--- src/rtl/window_pkg.sv ---
// Shared windowing constants and fixed-point helpers, also used by the FFT input stage.
// Pure definitions, no latency; no flow control.
// Helpers are written over 64-bit signed values so any instantiated width fits.
package window_pkg;

    localparam int DEF_DATA_W = 8;
    localparam int DEF_COEF_W = 8;
    localparam int DEF_FRAC_W = 7;

    // Unity gain in a coefficient with frac_w fractional bits.
    function automatic int one_q(input int frac_w);
        return 1 << frac_w;
    endfunction

    // Round half up, drop frac_w bits, clamp to a data_w-bit signed range.
    function automatic longint round_sat(input longint prod, input int frac_w, input int data_w);
        longint r;
        longint hi;
        longint lo;
        r  = (prod + (longint'(1) << (frac_w - 1))) >>> frac_w;
        hi = (longint'(1) << (data_w - 1)) - 1;
        lo = -hi - 1;
        if (r > hi)
            r = hi;
        else if (r < lo)
            r = lo;
        return r;
    endfunction

endpackage

--- src/rtl/window_mac.sv ---
// Signed sample times unsigned coefficient, rounded and saturated back to DATA_W.
// Combinational, zero latency; no flow control.
// The coefficient is zero-extended so values above 1.0 stay positive.
module window_mac
    import window_pkg::*;
#(
    parameter int DATA_W = DEF_DATA_W,
    parameter int COEF_W = DEF_COEF_W,
    parameter int FRAC_W = DEF_FRAC_W
) (
    input  logic signed [DATA_W-1:0] sample,
    input  logic        [COEF_W-1:0] coef,
    output logic signed [DATA_W-1:0] y
);

    localparam int P = DATA_W + COEF_W + 1;

    logic signed [P-1:0] sample_ext;
    logic signed [P-1:0] coef_ext;
    logic signed [P-1:0] prod;

    assign sample_ext = P'(sample);
    assign coef_ext   = P'($signed({1'b0, coef}));
    assign prod       = sample_ext * coef_ext;
    assign y          = DATA_W'(round_sat(longint'(prod), FRAC_W, DATA_W));

endmodule

--- src/rtl/window_stream.sv ---
// Streaming window stage: per-position coefficient multiply, round, saturate, frame index tagging.
// Latency 2 cycles (S1 sample/coef register, S2 output register), 1 sample/cycle.
// Both stages advance only when the output is empty or taken; s_ready mirrors that enable.
module window_stream
    import window_pkg::*;
#(
    parameter int SIZE   = 8,
    parameter int DATA_W = DEF_DATA_W,
    parameter int COEF_W = DEF_COEF_W,
    parameter int FRAC_W = DEF_FRAC_W,
    parameter int IDX_W  = $clog2(SIZE)
) (
    input  logic                     clk,
    input  logic                     rst,
    input  logic                     s_valid,
    output logic                     s_ready,
    input  logic signed [DATA_W-1:0] s_data,
    input  logic                     sync_clr,
    input  logic                     bypass,
    input  logic                     coef_we,
    input  logic        [IDX_W-1:0]  coef_addr,
    input  logic        [COEF_W-1:0] coef_data,
    output logic                     m_valid,
    input  logic                     m_ready,
    output logic signed [DATA_W-1:0] m_data,
    output logic        [IDX_W-1:0]  m_index,
    output logic                     m_last
);

    localparam logic [COEF_W-1:0] ONE      = COEF_W'(one_q(FRAC_W));
    localparam logic [IDX_W-1:0]  LAST_IDX = IDX_W'(SIZE - 1);
    localparam logic [IDX_W:0]    SIZE_X   = (IDX_W + 1)'(SIZE);

    logic        [COEF_W-1:0] coef_tab [SIZE];
    logic        [IDX_W-1:0]  idx;
    logic        [IDX_W-1:0]  cur_idx;
    logic                     en;
    logic                     acc;

    logic                     s1_vld;
    logic signed [DATA_W-1:0] s1_data;
    logic        [COEF_W-1:0] s1_coef;
    logic        [IDX_W-1:0]  s1_idx;
    logic signed [DATA_W-1:0] mac_y;

    assign en      = !m_valid || m_ready;
    assign s_ready = en && !rst;
    assign acc     = s_valid && s_ready;
    assign cur_idx = sync_clr ? '0 : idx;

    always_ff @(posedge clk or posedge rst) begin
        if (rst) begin
            idx <= '0;
        end else if (acc) begin
            idx <= (cur_idx == LAST_IDX) ? '0 : cur_idx + IDX_W'(1);
        end else if (sync_clr) begin
            idx <= '0;
        end
    end

    // Reads happen at acceptance from the registered table, so a same-cycle write is seen next time.
    always_ff @(posedge clk or posedge rst) begin
        if (rst) begin
            for (int i = 0; i < SIZE; i++)
                coef_tab[i] <= ONE;
        end else if (coef_we && ({1'b0, coef_addr} < SIZE_X)) begin
            coef_tab[coef_addr] <= coef_data;
        end
    end

    always_ff @(posedge clk or posedge rst) begin
        if (rst) begin
            s1_vld  <= 1'b0;
            s1_data <= '0;
            s1_coef <= '0;
            s1_idx  <= '0;
        end else if (en) begin
            s1_vld <= acc;
            if (acc) begin
                s1_data <= s_data;
                s1_coef <= bypass ? ONE : coef_tab[cur_idx];
                s1_idx  <= cur_idx;
            end
        end
    end

    window_mac #(
        .DATA_W (DATA_W),
        .COEF_W (COEF_W),
        .FRAC_W (FRAC_W)
    ) u_mac (
        .sample (s1_data),
        .coef   (s1_coef),
        .y      (mac_y)
    );

    always_ff @(posedge clk or posedge rst) begin
        if (rst) begin
            m_valid <= 1'b0;
            m_data  <= '0;
            m_index <= '0;
            m_last  <= 1'b0;
        end else if (en) begin
            m_valid <= s1_vld;
            if (s1_vld) begin
                m_data  <= mac_y;
                m_index <= s1_idx;
                m_last  <= (s1_idx == LAST_IDX);
            end
        end
    end

endmodule

--- config.mk ---
export PLATFORM = sky130hd
export DESIGN_NAME = window_stream
export DESIGN_NICKNAME = d
export VERILOG_FILES = /design/src/rtl/window_pkg.sv /design/src/rtl/window_mac.sv /design/src/rtl/window_stream.sv
export SDC_FILE = /design/constraint.sdc
export NUM_CORES = 1
export LEC_CHECK = 0
export ABC_AREA = 0
export CORE_MARGIN = 2
export CORE_UTILIZATION = 55
export DETAILED_ROUTE_END_ITERATION = 8
export GPL_TIMING_DRIVEN = 1
export PLACE_DENSITY_LB_ADDON = 0.3
export REMOVE_ABC_BUFFERS = 1
export SLEW_MARGIN = 25
export SYNTH_ARGS = -nofsm -noshare
export SYNTH_HDL_FRONTEND = slang
export SYNTH_HIERARCHICAL = 1
export SYNTH_SLANG_ARGS = --single-unit
--- constraint.sdc ---
create_clock -name clk -period 4.8 [get_ports clk]
set_input_delay 0.96 -clock clk [delete_from_list [all_inputs] [get_ports clk]]
set_output_delay 0.96 -clock clk [all_outputs]
set_load 0.03 [all_outputs]
==> flow_summary.yaml <==
cts:
  path_clk_slew_ns: 0.07
  clk_path_buf_depth: 2
  ctsHoldBuffers: 0
  cts_tree: "done"
  cts.htree.levels: 3
  root_buffer: "clkbuf_16"
  cts_made_buffers: 9
  cts.sinks: 100
  clk-insertion-delay-late_ns: 0.35
critical_path:
  r2r_slack_ns: -0.19
  worstPathArrival_ns: 5.23
  crit_path_max_fanout: 8
  end_kind: "flop"
  cp_data_required_time_ns: 5.04
  cp-start-kind: "flop"
  reg2regPathDepth: 18
  path_class: "reg -> reg"
placement:
  postPlaceCellArea_um2: 7840
  dp_hpwl_um: 11300
  place_congestion: 0.819
  place_inst: 850
  io_buffer_count: 39
global_routing:
  grt-ovfl-total: 0
  grt_max_degree: 40
  grt_pass1_wl_um: 25700
  gr-usage-all-layers: 0.245
  grt_pass1_vias: 5297
  antenna_found_initial: 0
outcome:
  status: "complete, but fails checks"
  failed_checks: "negative setup slack"
min_path:
  hp-class: "reg -> reg"
  hold_depth: 2
timing:
  hold_violations: 0
  period_needed_ns: 4.99
  worst_pin_slew_ns: 0.978
  layout_setup_ws_ns: -0.188
  max-slew-margin-rel: 0.348
  holdWs_ns: 0.489
  fmax_mhz: 200
  fin_tns_setup_ns: -0.767
  slew_violations: 0
  skew_ns: 0.00897
  setup_viol: 7
  min_period_over_period: 1.04
  rsz0062_at_grt: "yes"
detailed_routing:
  post_drt_wl_per_cell_um: 18.0
  viasPerCell: 5.72
  dr.pass1.iters: 4
  drtIter0Drc: 280
  wl_met1_um: 6650
  detailroute.via_count: 5002
  wl_um: 15700
  wl_met2_um: 8270
  top_layer_used: "met4"
  wl_met3_um: 455
  ant_nets: 0
  drc: 0
final_layout:
  fin_nets: 799
  final_area_um2: 8530
  antennaDiodeCount: 0
  final_cells: 874
  syn2layout_area_growth_pct: 22.5
  drive_gt1_frac: 0.346
logic_synthesis:
  synth_warnings: 6
  synth_cell_types: 66
  synth-seq-area-share: 0.361
  synth_area_per_cell_um2: 11.5
  synthCells: 608
  ys_seq_elements: 100
  syn_area_um2: 6960
  synth-main-ff-cell: "dfrtp_1"
  synth_edf_count: 0
  synth-async-reset-ratio: 1.00
power_and_ir_drop:
  ir_worst_vdd_uv: 561
  p_leak_nw: 3.80
  p_per_area_nw_per_um2: 684
floorplanning:
  start_util: 0.559
  die_width_um: 117
  num_rows: 41
  coreArea_um2: 12500
  dieArea_um2: 13600
  io_pins: 40
  die_h_um: 117
flow_run:
  drv_cap: 0
[path summary, 6_finish.rpt]
check / from / to
max: s1_coef[4] / m_data[6]
min: m_last / m_last
max in group asynchronous: rst / coef_tab[0]
min in group asynchronous: rst / m_valid
max reg2reg: s1_coef[4] / m_data[6]
min reg2reg: m_last / m_last
[routing by layer]
| metal | global-route usage | vias to the layer above |
|---|---|---|
| met5 | 0 | - |
| li1 | - | 2346 |
| met2 | 0.430 | 95 |
| met1 | 0.303 | 2530 |
| met3 | 0.0472 | 31 |
| met4 | 0.0905 | 0 |
[cells in the mapped netlist (2+ instances only)]
| master | count | area [µm²] |
|---|---|---|
| xor2_1 | 6 | 52.6 |
| nand2_1 | 37 | 139 |
| dfstp_2 | 8 | 210 |
| and2_1 | 36 | 225 |
| ha_1 | 40 | 500 |
| fa_1 | 36 | 721 |
| buf_6 | 5 | 56.3 |
| a21oi_1 | 23 | 115 |
| buf_2 | 13 | 65.1 |
| nand2b_1 | 8 | 50.1 |
| inv_1 | 48 | 180 |
| a211oi_1 | 9 | 67.6 |
| dfrtp_1 | 92 | 2300 |
| mux2_2 | 83 | 935 |
| o22ai_1 | 4 | 25.0 |
| and3_1 | 3 | 18.8 |
| mux2i_1 | 9 | 90.1 |
| nand4_1 | 5 | 31.3 |
| nor2_1 | 18 | 67.6 |
| xnor2_1 | 2 | 17.5 |
| mux4_1 | 3 | 78.8 |
| nor2b_1 | 2 | 12.5 |
| buf_4 | 4 | 30.0 |
| or3_1 | 2 | 12.5 |
| clkbuf_1 | 5 | 18.8 |
| o21ai_0 | 18 | 90.1 |
| nand3_1 | 9 | 45.0 |
| o22a_1 | 6 | 52.6 |
| a32oi_1 | 7 | 61.3 |
| nor4_1 | 2 | 12.5 |
| mux4_2 | 5 | 113 |
| nor3_1 | 6 | 30.0 |
| a31oi_1 | 5 | 31.3 |
| a2bb2oi_1 | 2 | 17.5 |
| o221ai_1 | 5 | 43.8 |
| nand4b_1 | 3 | 26.3 |
| a221oi_2 | 2 | 30.0 |
| a21o_1 | 7 | 52.6 |
| nor3b_4 | 3 | 56.3 |
[cell usage in the layout, fill, tap and decap left out, types with 6 or more instances in the layout]
cell type and count:
dfrtp_1 87, mux2_2 83, buf_4 61, inv_1 43, clkdlybuf4s50_1 39, fa_1 36
and2_1 35, nand2_1 34, ha_1 33, a21oi_1 19, o21ai_0 18, nor2_1 17
a211oi_1 9, nand3_1 9, clkbuf_16 9, mux2i_1 8, dfstp_2 8, nand2b_1 7
a32oi_1 7, o22a_1 6, xor2_1 6, a21o_1 6, ha_4 6
[power breakdown]
part | internal (mW) | switching, mW
sequential | 1.04 | 0.128
clock | 0.413 | 0.337
combinational | 1.88 | 2.04
total | 3.33 | 2.50
[through the flow]
stage	setup WS (ns)	util	power [mW]
3_5_place_dp	-0.319	0.629	4.25
3_3_place_gp	-0.201	0.629	4.16
6_report	-0.188	0.684	5.83
2_1_floorplan	-0.228	-	3.19
4_1_cts	-0.0616	0.675	5.59
5_1_grt	-0.288	0.684	6.25
[cell type report]
cell class / instances / area (µm²)
Clock inverter: 7 / 82.6
Tap cell: 172 / 215
Timing Repair Buffer: 105 / 913
Clock buffer: 9 / 225
Fill cell: 939 / 3940
Multi-Input combinational cell: 433 / 4390
Sequential cell: 100 / 2520
Inverter: 48 / 183
[sequential cells by signal (all words and copies together), names as in the netlist]
name	count
m_data	8
idx	3
m_index	3
s1_coef	8
s1_vld	1
m_last	1
s1_idx	3
s1_data	8
coef_tab	64
m_valid	1
[critical path, stage by stage, from the launching register on]
cell and delay (ns):
dfrtp_2 0.43, nand2_2 0.08, fa_1 0.56, inv_2 0.04
fa_1 0.50, inv_1 0.05, fa_1 0.49, inv_2 0.05
fa_1 0.58, ha_4 0.22, and4b_4 0.22, a22o_4 0.28
a2111oi_4 0.37, nor4_4 0.06, buf_6 0.15, buf_4 0.14
nor4_4 0.30, nor3_1 0.09, mux2_2 0.26
[logic make-up (layout without fill, tap and decap cells)]
family                   count (synthesis)  in the layout  share of synthesized area
AO/OA/AOI/OAI                          103            103                      0.104
AND/OR/NAND/NOR                        145            145                      0.122
flip-flops                             100            100                      0.361
XOR/XNOR                                 8              8                     0.0101
multiplexers                           101            101                      0.177
adder cells (fa/ha/maj)                 76             76                      0.175
buffers and inverters                   75            169                     0.0503
[timing repair]
action,CTS,global route
buffers inserted,4,4
pin swaps,12,11
gates resized for setup,40,20
setup endpoints to repair,8,8
Power figures use the tool's default switching activity.
